`src/rtl/sync_fifo_pro_if.sv`:
```
// sync_fifo_pro_if
// Purpose: groups the producer/consumer side of sync_fifo_pro into one bundle.
// Ports (signals):
//   flush, data_in, wr_en, rd_en              -> driven by the user (master)
//   data_out, valid, full, empty, almost_full,
//   almost_empty, count, overflow, underflow  -> driven by the FIFO (slave)
interface sync_fifo_pro_if #(
    parameter int data_width = 8,
    parameter int fifo_depth = 16
);
    localparam int cnt_w = $clog2(fifo_depth) + 1;

    logic                  flush;
    logic [data_width-1:0] data_in;
    logic                  wr_en;
    logic                  rd_en;
    logic [data_width-1:0] data_out;
    logic                  valid;
    logic                  full;
    logic                  empty;
    logic                  almost_full;
    logic                  almost_empty;
    logic [cnt_w-1:0]      count;
    logic                  overflow;
    logic                  underflow;

    modport master (
        output flush, data_in, wr_en, rd_en,
        input  data_out, valid, full, empty, almost_full, almost_empty,
               count, overflow, underflow
    );

    modport slave (
        input  flush, data_in, wr_en, rd_en,
        output data_out, valid, full, empty, almost_full, almost_empty,
               count, overflow, underflow
    );
endinterface

```
`src/rtl/sync_fifo_pro.sv`:
```
// sync_fifo_pro
// Purpose: single-clock FIFO with occupancy count, almost-full/almost-empty
//   thresholds, optional first-word-fall-through read, synchronous flush and
//   sticky overflow/underflow flags.
// Ports:
//   clk   - single clock, rising edge
//   reset - synchronous, active-high
//   bus   - sync_fifo_pro_if.slave (write/read handshake, data, status)
module sync_fifo_pro #(
    parameter int data_width = 8,
    parameter int fifo_depth = 16,
    parameter int fwft       = 0,
    parameter int af_thresh  = 12,
    parameter int ae_thresh  = 4
) (
    input logic           clk,
    input logic           reset,
    sync_fifo_pro_if.slave bus
);
    localparam int aw = $clog2(fifo_depth);
    localparam int cw = aw + 1;
    localparam logic [cw-1:0] depth_lvl = cw'(fifo_depth);
    localparam logic [cw-1:0] af_lvl    = cw'(af_thresh);
    localparam logic [cw-1:0] ae_lvl    = cw'(ae_thresh);

    logic [data_width-1:0] mem [fifo_depth];
    logic [aw-1:0]         wr_ptr;
    logic [aw-1:0]         rd_ptr;
    logic [cw-1:0]         count_r;
    logic [data_width-1:0] data_r;
    logic                  valid_r;
    logic                  full_r;
    logic                  empty_r;
    logic                  af_r;
    logic                  ae_r;
    logic                  ov_r;
    logic                  un_r;

    logic                  rd_ok;
    logic                  wr_ok;
    logic                  load;
    logic                  bypass;
    logic                  mem_we;
    logic [cw-1:0]         mem_cnt;
    logic [cw-1:0]         count_next;

    always_comb begin
        rd_ok      = 1'b0;
        wr_ok      = 1'b0;
        load       = 1'b0;
        bypass     = 1'b0;
        mem_we     = 1'b0;
        mem_cnt    = count_r;
        count_next = count_r;

        if (fwft != 0) begin
            rd_ok = bus.rd_en && valid_r;
        end else begin
            rd_ok = bus.rd_en && !empty_r;
        end
        wr_ok = bus.wr_en && (!full_r || rd_ok);

        if (fwft != 0) begin
            // In FWFT the head word lives in the output register, so memory
            // holds count minus that word.
            mem_cnt = count_r - {{(cw-1){1'b0}}, valid_r};
            if (!valid_r || rd_ok) begin
                if (mem_cnt != '0) begin
                    load = 1'b1;
                end else begin
                    // Memory empty while popping: a simultaneous write goes
                    // straight to the output register instead of memory.
                    bypass = rd_ok && wr_ok;
                end
            end
        end else begin
            load = rd_ok;
        end

        mem_we     = wr_ok && !bypass;
        count_next = count_r + {{(cw-1){1'b0}}, wr_ok} - {{(cw-1){1'b0}}, rd_ok};
    end

    always_ff @(posedge clk) begin
        if (mem_we && !reset && !bus.flush) begin
            mem[wr_ptr] <= bus.data_in;
        end
    end

    always_ff @(posedge clk) begin
        if (reset) begin
            wr_ptr  <= '0;
            rd_ptr  <= '0;
            count_r <= '0;
            data_r  <= '0;
            valid_r <= 1'b0;
            full_r  <= 1'b0;
            empty_r <= 1'b1;
            af_r    <= 1'b0;
            ae_r    <= 1'b1;
            ov_r    <= 1'b0;
            un_r    <= 1'b0;
        end else if (bus.flush) begin
            // data_r deliberately holds its value across a flush
            wr_ptr  <= '0;
            rd_ptr  <= '0;
            count_r <= '0;
            valid_r <= 1'b0;
            full_r  <= 1'b0;
            empty_r <= 1'b1;
            af_r    <= 1'b0;
            ae_r    <= 1'b1;
            ov_r    <= 1'b0;
            un_r    <= 1'b0;
        end else begin
            count_r <= count_next;
            full_r  <= (count_next == depth_lvl);
            empty_r <= (count_next == '0);
            af_r    <= (count_next >= af_lvl);
            ae_r    <= (count_next <= ae_lvl);
            ov_r    <= ov_r || (bus.wr_en && !wr_ok);
            un_r    <= un_r || (bus.rd_en && !rd_ok);

            if (mem_we) begin
                wr_ptr <= wr_ptr + 1'b1;
            end
            if (load) begin
                data_r <= mem[rd_ptr];
                rd_ptr <= rd_ptr + 1'b1;
            end else if (bypass) begin
                data_r <= bus.data_in;
            end

            // Standard mode: valid is a one-cycle strobe per accepted read.
            // FWFT: the output register only changes when empty or popped.
            if ((fwft == 0) || !valid_r || rd_ok) begin
                valid_r <= load || bypass;
            end
        end
    end

    assign bus.data_out     = data_r;
    assign bus.valid        = valid_r;
    assign bus.full         = full_r;
    assign bus.empty        = empty_r;
    assign bus.almost_full  = af_r;
    assign bus.almost_empty = ae_r;
    assign bus.count        = count_r;
    assign bus.overflow     = ov_r;
    assign bus.underflow    = un_r;
endmodule

```
`src/flat_wrapper.sv`:
```
// flat-port wrapper written by rule: the top's interface ports become plain ports
module sync_fifo_pro_flat 
#(
    parameter int data_width = 8,
    parameter int fifo_depth = 16,
    parameter int fwft       = 0,
    parameter int af_thresh  = 12,
    parameter int ae_thresh  = 4
)
  (clk, reset, bus_flush, bus_data_in, bus_wr_en, bus_rd_en, bus_data_out, bus_valid, bus_full, bus_empty, bus_almost_full, bus_almost_empty, bus_count, bus_overflow, bus_underflow);
  sync_fifo_pro_if #(.data_width(data_width), .fifo_depth(fifo_depth)) bus_i ();
  input logic clk;
  input logic reset;
  input wire logic [$bits(bus_i.flush)-1:0] bus_flush;
  input wire logic [$bits(bus_i.data_in)-1:0] bus_data_in;
  input wire logic [$bits(bus_i.wr_en)-1:0] bus_wr_en;
  input wire logic [$bits(bus_i.rd_en)-1:0] bus_rd_en;
  output wire logic [$bits(bus_i.data_out)-1:0] bus_data_out;
  output wire logic [$bits(bus_i.valid)-1:0] bus_valid;
  output wire logic [$bits(bus_i.full)-1:0] bus_full;
  output wire logic [$bits(bus_i.empty)-1:0] bus_empty;
  output wire logic [$bits(bus_i.almost_full)-1:0] bus_almost_full;
  output wire logic [$bits(bus_i.almost_empty)-1:0] bus_almost_empty;
  output wire logic [$bits(bus_i.count)-1:0] bus_count;
  output wire logic [$bits(bus_i.overflow)-1:0] bus_overflow;
  output wire logic [$bits(bus_i.underflow)-1:0] bus_underflow;
  assign bus_i.flush = bus_flush;
  assign bus_i.data_in = bus_data_in;
  assign bus_i.wr_en = bus_wr_en;
  assign bus_i.rd_en = bus_rd_en;
  assign bus_data_out = bus_i.data_out;
  assign bus_valid = bus_i.valid;
  assign bus_full = bus_i.full;
  assign bus_empty = bus_i.empty;
  assign bus_almost_full = bus_i.almost_full;
  assign bus_almost_empty = bus_i.almost_empty;
  assign bus_count = bus_i.count;
  assign bus_overflow = bus_i.overflow;
  assign bus_underflow = bus_i.underflow;
  sync_fifo_pro #(.data_width(data_width), .fifo_depth(fifo_depth), .fwft(fwft), .af_thresh(af_thresh), .ae_thresh(ae_thresh)) u_core (.clk(clk), .reset(reset), .bus(bus_i));
endmodule
```
`config.mk`:
```
export PLATFORM = sky130hd
export DESIGN_NAME = sync_fifo_pro_flat
export DESIGN_NICKNAME = d
export VERILOG_FILES = /design/src/rtl/sync_fifo_pro_if.sv /design/src/rtl/sync_fifo_pro.sv /design/src/flat_wrapper.sv
export SDC_FILE = /design/constraint.sdc
export NUM_CORES = 1
export LEC_CHECK = 0
export CAP_MARGIN = 20
export CORE_UTILIZATION = 53
export CTS_CLUSTER_SIZE = 8
export DETAILED_ROUTE_END_ITERATION = 12
export PLACE_DENSITY = 0.75
export SLEW_MARGIN = 20
export SYNTH_ARGS = -nofsm -noshare
export SYNTH_HDL_FRONTEND = slang
export SYNTH_SLANG_ARGS = --single-unit
```
`constraint.sdc`:
```
create_clock -name clk -period 2.7 [get_ports clk]
set_clock_uncertainty 0.05 [all_clocks]
set_input_delay 0.81 -clock clk [delete_from_list [all_inputs] [get_ports clk]]
set_output_delay 0.81 -clock clk [all_outputs]
set_load 0.1 [all_outputs]
```
==> run_results.csv, run 1 <==
group,metric,value,unit
global_routing,grtUsageTotal,22.31,%
worst_setup_path,cp-end-kind,"flop",
sta,relSlewSlack,42.65,%
floorplan,dieArea,0.01200,sq mm
placement,place_area,0.006759,sq mm
worst_setup_path,cp_data_arrival_time,2.82,ns
worst_setup_path,ff2ff_path_depth,10,
synth,syn_nets,371,
synth,synthCells,348,
clock_tree,cts_hold_buf,0,
clock_tree,clock_sink_count,156,
hold_path,holdCritPathClass,"flop to flop",
route,wirelength,12110,um
floorplan,fp-row-count,38,
sta,rsz0062_at_grt,"no",
synth,synth_top_area_share,62.71,%
global_routing,grt_max_degree,33,
status,status,"finished, final reports clean",
worst_setup_path,path_max_fanout,3,
placement,gp_congestion,0.7572,
clock_tree,clock_latency,0.42,ns
synth,synth_area,0.006130,sq mm
route,wl_per_cell,21.24,um
worst_setup_path,worst_setup_path_start_kind,"input port",
synth,synth_cell_type_count,34,
global_routing,antenna_found_initial,0,
clock_tree,path_clk_slew,0.06,ns
floorplan,boundaryPins,33,
synth,synth_edf_count,128,
route,drc,0,
layout,stdcell_count,570,
power_and_ir_drop,vdd_drop_max,0.6699,mV
sta,worst_slew_pin_slew,0.8571,ns
power_and_ir_drop,total_power,0.005918,W
sta,hold_violations,0,
clock_tree,clock_path_buffers,2,
sta,report.final.slew_viol_count,0,
sta,fin_ws,0.1363,ns
synth,synth_area_leaders,"edfxtp_1 63%, dfxtp_1 9.1%, mux4_2 7.0%, mux4_1 5.6%, nor2_1 2.6%",
layout,antennaDiodeCount,0,
clock_tree,root_buffer,"clkbuf_16",
power_and_ir_drop,power_density,803.7,mW/mm^2
floorplan,initial_core_util,55.57,%
synth,ys_seq_elements,156,
route,drtPass1Iterations,6,
layout,nets,440,
sta,final.period_utilization,94.95,%
sta,setup_viol,0,
synth,yosysWarningCount,0,
route,vias_per_cell,5.853,
sta,fin_crit,2.564,ns
power_and_ir_drop,leakagePower,2.550,nW
worst_setup_path,crit_type,"input port to flop",
synth,synth_ff_type,"edfxtp_1",
route,detail-route-antenna-nets,0,
layout,final_area,0.007363,sq mm
route,via_count,3336,
job,cap_violations,0,
synth,synth-async-reset-ratio,0,%
route,drt_iter0_drc,367,
clock_tree,numCtsBuffers,17,
floorplan,design.core.area,0.01103,sq mm
placement,post-dp-hpwl,7536,um
placement,port_buffers,32,
synth,synth-seq-area-share,71.85,%
hold_path,holdPathStages,2,
worst_setup_path,cp.required,2.96,ns
synth,syn_area_per_cell,17.61,sq um
synth,yosys.area.top_type,"edfxtp_1",
floorplan,fp.dieH,109.5,um
layout,area.growth.synth_to_final,20.13,%
placement,place_ws,-0.4210,ns
clock_tree,cts_max_level,4,
placement,place_inst,538,
sta,fmax,0.3901,GHz
global_routing,grt_pass1_vias,3361,
global_routing,grt-ovfl-total,0,
floorplan,die_x,109.5,um
layout,drive_gt1_share,26.74,%
global_routing,grt_pass1_wl,18480,um
clock_tree,tritoncts,"built",
## Yosys cell counts, types with 2 or more instances
library cell / number
nor2_1: 43
mux4_1: 13
or2_2: 2
nand2_1: 12
xor2_1: 7
o21ai_1: 7
nand3_1: 2
a21oi_1: 7
nand4_1: 3
buf_2: 5
dfxtp_1: 28
buf_4: 2
o21ai_0: 10
inv_1: 11
ha_1: 9
a22oi_1: 8
nand2b_1: 2
a21o_1: 2
nor3_1: 2
mux2_2: 8
mux4_2: 19
nor2b_1: 2
xnor2_1: 2
clkbuf_1: 5
edfxtp_1: 128
## stage by stage
step / util [%] / setup TNS (ns) / hold WS (ns)
CTS: 66.66 / 0 / 0.4396
global route: 66.75 / 0 / 0.4731
finish: 66.75 / 0 / 0.4343
detailed placement: 61.28 / -2.212 / 0.4150
floorplan: - / 0 / 0.4656
global placement: 61.28 / -1.344 / 0.4135
## power by group
part	switching (W)	internal [W]	total [W]
combinational	0.000610	0.000239	0.000850
clock	0.000942	0.00141	0.00235
sequential	0.0000514	0.00266	0.00271
## layout by cell type, fill, tap and decap left out, types with 11 or more instances in the layout
cell type,instances
edfxtp_1,128
buf_4,50
nor2_1,43
dfxtp_1,27
mux4_2,19
clkbuf_16,19
mux4_1,13
nand2_1,12
inv_1,11
clkdlybuf4s50_1,11
## kinds of logic (layout without fill, tap and decap cells)
kind of cell,after synthesis,in the layout,synth area share [%]
flops,156,156,71.85
simple gates,71,71,4.940
mux,40,40,14.02
compound gates,37,37,3.593
buf+inv,25,107,2.143
fa+ha+maj,10,10,2.164
xor+xnor,9,9,1.286
## sequential cells by signal (all words and copies together) (netlist names)
register / count
u_core.rd_ptr: 4
u_core.bus.empty: 1
u_core.bus.full: 1
u_core.bus.valid: 1
u_core.wr_ptr: 4
u_core.bus.underflow: 1
u_core.mem: 128
u_core.bus.almost_full: 1
u_core.bus.almost_empty: 1
u_core.bus.count: 5
u_core.bus.overflow: 1
u_core.bus.data_out: 8
## final cells by class
class | count | area (sq um)
sequential | 156 | 4405
fill | 734 | 3667
multi-input combinational | 167 | 1609
timing repair buffer | 64 | 538.0
clock buffer | 21 | 493.0
tap | 140 | 175.2
clock inverter | 11 | 101.3
inverter | 11 | 41.29
## worst max-delay path, cell delays in order
cell             delay (ns)
clkdlybuf4s50_1        0.48
a21boi_4               0.18
ha_1                   0.19
inv_1                  0.06
fa_1                   0.40
xor2_1                 0.20
or2_2                  0.31
a21oi_1                0.13
nor3_1                 0.06
## worst paths after layout
| kind | from | end | slack (ns) |
|---|---|---|---|
| min | u_core.bus.underflow | u_core.bus.underflow | 0.43 |
| max reg2reg | u_core.bus.empty | u_core.bus.almost_empty | 0.46 |
| min reg2reg | u_core.bus.underflow | u_core.bus.underflow | 0.43 |
| max | bus_wr_en | u_core.bus.almost_empty | 0.14 |
## metal layers
metal	wire length (um)	part of all wire [%]	up-vias	track usage (%)
li1	-	-	1490	-
met4	154	1.3	0	7.048
met2	6045	50	154	36.57
met5	0	0	-	0
met1	4954	41	1671	28.71
met3	954	7.9	21	6.758
## what timing repair did
item,CTS,global route
endpoints found under the setup margin,0,5
buffers inserted,0,0
resized for setup,0,3
No activity file was read; power rests on OpenSTA's default activity.
==> run 2: changes to the inputs <==
--- a/config.mk
+++ b/config.mk
@@ -5,11 +5,12 @@
 export SDC_FILE = /design/constraint.sdc
 export NUM_CORES = 1
 export LEC_CHECK = 0
+export ABC_AREA = 1
 export CAP_MARGIN = 20
-export CORE_UTILIZATION = 53
+export CORE_UTILIZATION = 54
 export CTS_CLUSTER_SIZE = 8
 export DETAILED_ROUTE_END_ITERATION = 12
-export PLACE_DENSITY = 0.75
+export PLACE_DENSITY = 0.76
 export SLEW_MARGIN = 20
 export SYNTH_ARGS = -nofsm -noshare
 export SYNTH_HDL_FRONTEND = slang
==> run 2 against run 1 <==
Via count grew 47%. Critical path depth grew 3. Hold slack worse by 0.024 ns. First-iteration DRC count grew 28%. Synthesized cell count up 97%. Worst setup slack gained 0.12 ns. Total power rose by 5.5%. Clock power increased by 2%. Core utilization fell by 1.1 points. Combinational power is 33% higher. Highest routed layer unchanged.
==> run_results.csv, run 2 <==
group,metric,value,unit
sta,hold-worst-slack,0.4104,ns
job,cap_violations,0,
synth,synthCells,684,
sta,fin_crit,2.439,ns
synth,synth-async-reset-ratio,0,%
layout,area.growth.synth_to_final,17.72,%
route,vias_per_cell,5.319,
layout,antennaDiodeCount,0,
placement,place_ws,-0.5166,ns
synth,synth.most_common_cell,"nand2_1",
floorplan,fp-row-count,40,
clock_tree,cts_hold_buf,0,
worst_setup_path,cp_data_arrival_time,2.70,ns
clock_tree,clock_latency,0.43,ns
power_and_ir_drop,leakagePower,3.356,nW
clock_tree,post_cts_buffers,0,
clock_tree,cts_max_level,4,
clock_tree,clock_sink_count,156,
global_routing,antenna_found_initial,0,
worst_setup_path,worst_setup_path_start_kind,"input port",
route,drtPass1Iterations,7,
status,status,"finished, final reports clean",
global_routing,grt_max_degree,67,
worst_setup_path,cp-end-kind,"flop",
synth,yosysWarningCount,0,
synth,syn_area_per_cell,9.882,sq um
layout,largest_reg_flops,128,
route,drt_iter0_drc,468,
route,drc,0,
sta,fmax,0.4100,GHz
synth,ys_seq_elements,156,
floorplan,design.core.area,0.01211,sq mm
layout,finish.utilization,65.69,%
floorplan,boundaryPins,33,
global_routing,grt-ovfl-total,0,
sta,report.final.slew_viol_count,0,
route,wl_per_cell,16.46,um
floorplan,die_x,113.9,um
sta,relSlewSlack,51.83,%
global_routing,grt_pass1_vias,4774,
worst_setup_path,crit_type,"input port to flop",
synth,synth_ff_type,"edfxtp_1",
global_routing,grt_pass1_wl,23920,um
sta,worst_slew_pin_slew,0.7203,ns
synth,synth_cell_type_count,27,
synth,synth_area_leaders,"edfxtp_1 57%, nand2_1 12%, dfxtp_1 8.3%, nand3_1 7.3%, inv_1 5.4%",
power_and_ir_drop,power_density,784.5,mW/mm^2
worst_setup_path,cp.required,2.97,ns
layout,nets,764,
floorplan,fp.dieH,113.9,um
sta,final.period_utilization,90.33,%
layout,final_cell_mix,"222 x nand2_1, 128 x edfxtp_1, 97 x inv_1, 97 x nand3_1, 53 x buf_4",
synth,yosys.area.top_type,"edfxtp_1",
floorplan,dieArea,0.01297,sq mm
clock_tree,tritoncts,"built",
synth,synthTopCellsByCount,"222 x nand2_1, 128 x edfxtp_1, 98 x inv_1, 98 x nand3_1, 29 x nor2_1",
placement,gp_congestion,0.8362,
sta,hold_violations,0,
hold_path,holdCritPathClass,"flop to flop",
power_and_ir_drop,vdd_drop_max,0.6957,mV
clock_tree,numCtsBuffers,17,
sta,fin_ws,0.2610,ns
clock_tree,root_buffer,"clkbuf_16",
layout,final_common_cell,"nand2_1",
synth,synth_top_area_share,56.87,%
global_routing,grtUsageTotal,25.38,%
placement,post-dp-hpwl,9285,um
synth,synth_edf_count,128,
synth,synth-seq-area-share,65.16,%
layout,regMostFlops,"u_core.mem",
route,detail-route-antenna-nets,0,
clock_tree,path_clk_slew,0.06,ns
route,via_count,4904,
worst_setup_path,path_max_fanout,2,
sta,rsz0062_at_grt,"no",
route,wirelength,15180,um
layout,fillers,922,
synth,syn_nets,707,
floorplan,initial_core_util,55.81,%
clock_tree,clock_path_buffers,2,
synth,synth_area,0.006759,sq mm
sta,setup_viol,0,
layout,drive_gt1_share,13.79,%
placement,port_buffers,32,
run 2: worst paths after layout:
path                                     startpoint                       to  slack, ns  cells past startpoint
worst min-delay path            u_core.bus.overflow      u_core.bus.overflow       0.41                      2
worst min register to register  u_core.bus.overflow      u_core.bus.overflow       0.41                      2
worst max-delay path                      bus_wr_en  u_core.bus.almost_empty       0.26                     12
worst max register to register     u_core.bus.empty  u_core.bus.almost_empty       0.54                     14
run 2: kinds of logic after synthesis:
family	Yosys count	synth area share, %
adders and majority gates	10	1.962
xor gates and xnor gates	2	0.2592
buffers and inverters	133	8.423
AOI/OAI and AO/OA	24	1.851
DFF	156	65.16
and+or+nand+nor	359	22.34
run 2: through the flow:
step           cells  instance area (sq um)  TNS, ns  power [W]
3_5_place_dp     890                   7318   -2.586   0.003848
3_3_place_gp     890                   7318   -1.698   0.003815
5_1_grt          922                   7956        0   0.006451
2_1_floorplan    684                   6760        0   0.003571
6_report         922                   7956        0   0.006242
4_1_cts          922                   7929        0   0.006216
run 2: cell type report:
type	count	area [sq um]	share of cell area [%]
Inverter	106	397.9	5.001
Sequential cell	156	4407	55.39
Timing Repair Buffer	65	520.5	6.542
Clock buffer	21	503.0	6.322
Multi-Input combinational cell	395	1813	22.79
Clock inverter	11	105.1	1.321
Tap cell	168	210.2	2.642
run 2: layer usage:
layer	GRT usage [%]	up-vias	wire length [um]	part of all wire [%]
li1	-	2323	-	-
met1	32.15	2279	6119	40
met2	40.41	259	7312	48
met3	6.323	43	1215	8.0
met4	13.77	0	532	3.5
met5	0	-	0	0
run 2: report_power, final:
part / switching, W / internal [W]
Sequential: 0.0000467 / 0.00267
Clock: 0.000962 / 0.00143
Combinational: 0.000832 / 0.000302
Total: 0.00184 / 0.00440
run 2: repair_timing:
item	4_1_cts	5_1_grt
cloned	0	0
pin swaps	0	3
endpoints found under the setup margin	1	5
resized for setup	1	8
run 2: critical path, stage by stage:
cell	delay (ns)
clkdlybuf4s50_1	0.49
nand2_2	0.06
inv_1	0.07
ha_2	0.19
inv_1	0.06
fa_2	0.40
nand3b_1	0.18
nand2_1	0.09
or2_4	0.12
nand2_1	0.05
o211ai_1	0.09
nand2_1	0.08
==> RTL change 1: new RTL, settings of run 1 <==
`fwft` is set to 0 in 2 places; all go to 1.
--- a/src/rtl/sync_fifo_pro.sv
+++ b/src/rtl/sync_fifo_pro.sv
@@ -10,5 +10,5 @@
     parameter int data_width = 8,
     parameter int fifo_depth = 16,
-    parameter int fwft       = 0,
+    parameter int fwft       = 1,
     parameter int af_thresh  = 12,
     parameter int ae_thresh  = 4
--- a/src/flat_wrapper.sv
+++ b/src/flat_wrapper.sv
@@ -4,5 +4,5 @@
     parameter int data_width = 8,
     parameter int fifo_depth = 16,
-    parameter int fwft       = 0,
+    parameter int fwft       = 1,
     parameter int af_thresh  = 12,
     parameter int ae_thresh  = 4
Formal check against the unedited RTL: not equivalent (a bounded check fails within 4 cycles, from zero or initial values and one cycle with reset high).
==> RTL change 1 against run 1 <==
- count of clock-buffer cells in the layout decreased by 4
- sequential cell count increased by 4
- synthesized cell count up 11%
- worst setup slack got worse by 0.034 ns
- wire length increased by 12%
- area after synthesis is 6.9% higher
- design area increased by 8.2%
- global-route usage is 1.0 points higher
- highest routed layer unchanged
Power is not compared: it rests on default switching activity, and its combinational part moved more than twofold at a synthesized area within 25%.
==> RTL change 1: results (changes against run 1) <==
metric	value	unit	change
outcome	finished, final reports clean		unchanged
r2r_slack	0.33	ns	was 0.46 ns
grtUsageTotal	23.34	%	was 22.31%
cts-resized-gates	1		was 0
endpoint	u_core.bus.almost_full		was u_core.bus.almost_empty
nFillCells	790		was 734
synth_compound_area_share	5.822	%	was 3.593%
globalplace.congestion	0.8109		was 0.7572
drt_iter0_markers	283		was 367
reg2reg_to	u_core.bus.almost_full		was u_core.bus.almost_empty
worst_pin_slew	0.6505	ns	was 0.8571 ns
synth_area_leaders	edfxtp_1 (59%), dfxtp_1 (9.8%), mux4_2 (6.9%), mux4_1 (4.8%), ha_1 (2.5%)		was edfxtp_1 (63%), dfxtp_1 (9.1%), mux4_2 (7.0%), mux4_1 (5.6%), nor2_1 (2.6%)
post_cts_buffers	1		was 0
hold_start	u_core.bus.overflow		was u_core.bus.underflow
drt-total-wl	13.56	mm	was 12.11 mm
finalCritPeriodShare	96.23	%	was 94.95%
grt_pass1_wl	21.31	mm	was 18.48 mm
vias_per_cell	5.891		was 5.853
synthXorXnorAreaFrac	0.8017	%	was 1.286%
hpwlAfterDp	9.061	mm	was 7.536 mm
pre_cts_slack	-0.5723	ns	was -0.4210 ns
rr_startpoint	u_core.bus.valid		was u_core.bus.empty
startpoint	bus_rd_en		was bus_wr_en
synth_fp_nets	415		was 371
synth_common_cells	edfxtp_1 (128), nor2_1 (39), dfxtp_1 (32)		was edfxtp_1 (128), nor2_1 (43), dfxtp_1 (28)
final_layout_size_suffix_gt1_share	31.85	%	was 26.74%
ys_seq_area_share	68.41	%	was 71.85%
rr_worst_depth	12		was 10
slowest_stage	fa_2		was clkdlybuf4s50_1
whs_endpoint	u_core.bus.overflow		was u_core.bus.underflow
fin_nets	507		was 440
## RTL change 1: cell types whose count changed after synthesis, sizes merged, moves of 5 or more
| cell | delta |
|---|---|
| a211oi | +8 |
| or3 | +10 |
| a22oi | -8 |
| a311oi | +9 |
| o21ai | -13 |
| o22ai | +8 |
| xor2 | -5 |
| nand2 | +8 |
| mux2 | -8 |
## RTL change 1: layer usage
layer	track usage, %	up-vias	wire (um)	share of wire, %
met5	0	-	0	0
met4	10.18	0	366	2.7
met3	6.642	26	928	6.8
met2	36.73	139	6655	49
met1	30.59	1902	5605	41
li1	-	1703	-	-
## RTL change 1: worst min-delay path, cell delays in order (launching register included)
cell     delay, ns
dfxtp_1       0.33
a31oi_1       0.04
nor2_1        0.07
## RTL change 1: layout make-up
cell class	count	area, um2	share of cell area (%)
clock buffers	17	425.4	5.338
clock inverters	15	209.0	2.622
inverters	15	56.30	0.7065
multi-input cells	197	1858	23.32
flip-flops and latches	160	4498	56.45
well taps	147	183.9	2.308
repair buffers	89	738.2	9.264
==> RTL change 2: new RTL, settings of run 1 <==
Without the edit above. Reset style: asynchronous (`reset`), changed in one clocked block.
--- a/src/rtl/sync_fifo_pro.sv
+++ b/src/rtl/sync_fifo_pro.sv
@@ -88,5 +88,5 @@
     end
 
-    always_ff @(posedge clk) begin
+    always_ff @(posedge clk or posedge reset) begin
         if (reset) begin
             wr_ptr  <= '0;
Formal check against the unedited RTL: differs if reset is asserted again (counterexample within 4 cycles, from zero or initial values and one cycle with reset high); with reset held inactive, the same outputs for 10 cycles.
==> RTL change 2 against run 1 <==
- the flow now finishes with violations (DRC)
- sequential cell count is the same
- area after synthesis rose by 2.7%
- final cell count up 4.7%
- worst setup slack got worse by 0.051 ns
- via count up 4.3%
- count of clock-buffer cells in the layout shrank 1
- first-iteration DRC count down 23%
- design area increased by 2.9%
- global-route usage grew 0.28 points
- wire length up 5.1%
- largest cell class unchanged
- highest routed layer unchanged
Power is not compared: it rests on default switching activity, and its combinational part moved more than twofold at a synthesized area within 25%.
==> RTL change 2: results (changes against run 1) <==
metric	value	unit	change
p_leak	2.684	nW	
p_comb	2.29	mW	
setup_tns	0	ns	unchanged
largest_reg_flops	128		unchanged
grtUsageTotal	22.59	%	was 22.31%
violations	DRC		
outcome	complete, but fails checks		was finished, final reports clean
drc	4		was 0
synthAdderAreaFrac	2.107	%	was 2.164%
globalplace.congestion	0.7465		was 0.7572
synthXorXnorAreaFrac	1.252	%	was 1.286%
antenna_found_initial	0		unchanged
yosys-mux-area-fraction	12.14	%	was 14.02%
synth_common_cells	edfxtp_1 (128), mux2i_1 (37), nor2_1 (32)		was edfxtp_1 (128), nor2_1 (43), dfxtp_1 (28)
hpwlAfterDp	7.826	mm	was 7.536 mm
crit_fanout	3		unchanged
hp-class	flip-flop to flip-flop		unchanged
seqPwrFrac	37.9	%	
drt-total-wl	12.73	mm	was 12.11 mm
syn_avg_cell_area	16.92	um2	was 17.61 um2
post_drt_wl_per_cell	21.32	um	was 21.24 um
numCtsBuffers	17		unchanged
finalSetupViolations	0		unchanged
antenna_cells	0		unchanged
synth_area_leaders	edfxtp_1 (61%), dfrtp_1 (10%), mux2i_1 (5.9%), mux4_2 (4.7%), nor2_1 (1.9%)		was edfxtp_1 (63%), dfxtp_1 (9.1%), mux4_2 (7.0%), mux4_1 (5.6%), nor2_1 (2.6%)
vias_per_cell	5.831		was 5.853
final_layout_size_suffix_gt1_share	25.33	%	was 26.74%
synthArstFlopShare	17.95	%	was 0%
grt_pass1_vias	3608		was 3361
cts-htree-levels	4		unchanged
first_pass_iters	8		was 6
relSlewSlack	48.81	%	was 42.65%
place_area	0.006925	mm2	was 0.006759 mm2
slowest_stage	clkdlybuf4s50_1		unchanged
grt_max_degree	26		was 33
p_sw	2.640	mW	
path_clk_slew	0.06	ns	about the same
power_density	1028	mW/mm2	
yosysWarningCount	0		unchanged
ctsRootBufferMaster	clkbuf_16		unchanged
synth_fp_nets	395		was 371
placedCellCount	564		was 538
io_buffers	32		unchanged
critPathMaxStageDelay	0.47	ns	
cts_hold_buffers	0		unchanged
clockBufferDepth	2		unchanged
path_delay_family	adder cells		unchanged
fin_nets	464		was 440
insertion_delay	0.42	ns	about the same
synth.distinct_cells	39		was 34
ir_drop	0.6243	mV	
synth_compound_area_share	3.975	%	was 3.593%
regMostFlops	u_core.mem		unchanged
worstPathArrival	2.87	ns	was 2.82 ns
grt_pass1_wl	20.14	mm	was 18.48 mm
drt_iter0_markers	281		was 367
nFillCells	756		was 734
synth_edf_count	128		unchanged
pre_cts_slack	-0.5648	ns	was -0.4210 ns
ys_seq_area_share	72.23	%	was 71.85%
==> RTL change 2: cell count changes after synthesis, moves of 6 or more <==
cell     change
mux2_2       -6
o21ai_1      -7
dfxtp_1     -28
mux4_2       -6
a31oi_1      +6
mux4_1      -10
dfrtp_1     +26
mux2i_1     +37
a22oi_1      -8
o22ai_1     +17
nor3_1       +8
o21ai_0      -9
nor2_1      -11
==> RTL change 2: layout make-up <==
type	instances	area [um2]	share of cell area [%]
well taps	143	178.9	2.362
flip-flops and latches	156	4553	60.12
inverters	9	33.78	0.4461
multi-input cells	188	1609	21.25
clock inverters	12	182.7	2.412
repair buffers	69	559.3	7.385
clock buffers	20	456.7	6.030
==> RTL change 2: worst paths after layout <==
kind / start / to / slack, ns / cells past startpoint
max: bus_wr_en / u_core.bus.almost_full / 0.09 / 10
min: u_core.bus.underflow / u_core.bus.underflow / 0.46 / 2
max reg2reg: u_core.bus.empty / u_core.bus.almost_full / 0.25 / 11
min reg2reg: u_core.bus.underflow / u_core.bus.underflow / 0.46 / 2
max in group asynchronous: reset / u_core.bus.almost_empty / 1.39 / 3
min in group asynchronous: reset / u_core.bus.count[0] / 0.60 / 2
==> RTL change 2: logic make-up (layout without fill, tap and decap cells) <==
family	count (synthesis)	count (layout)
adders and majority gates	10	10
AOI/OAI and AO/OA	38	38
xor gates and xnor gates	9	9
and+or+nand+nor	76	76
buffers and inverters	28	110
DFF	156	156
muxes	55	55
==> RTL change 2: layer usage <==
metal,track usage (%),wire length [um],part of all wire [%]
met3,5.413,693,5.4
met1,30.64,5590,44
met2,35.77,6278,49
met5,0,0,0
met4,8.493,167,1.3
==> RTL change 2: timing repair <==
action                     CTS  global route
pin swaps                    1             1
setup endpoints to repair    4             2
gates resized for setup      1             2
setup buffers                0             1
gates cloned                 0             0
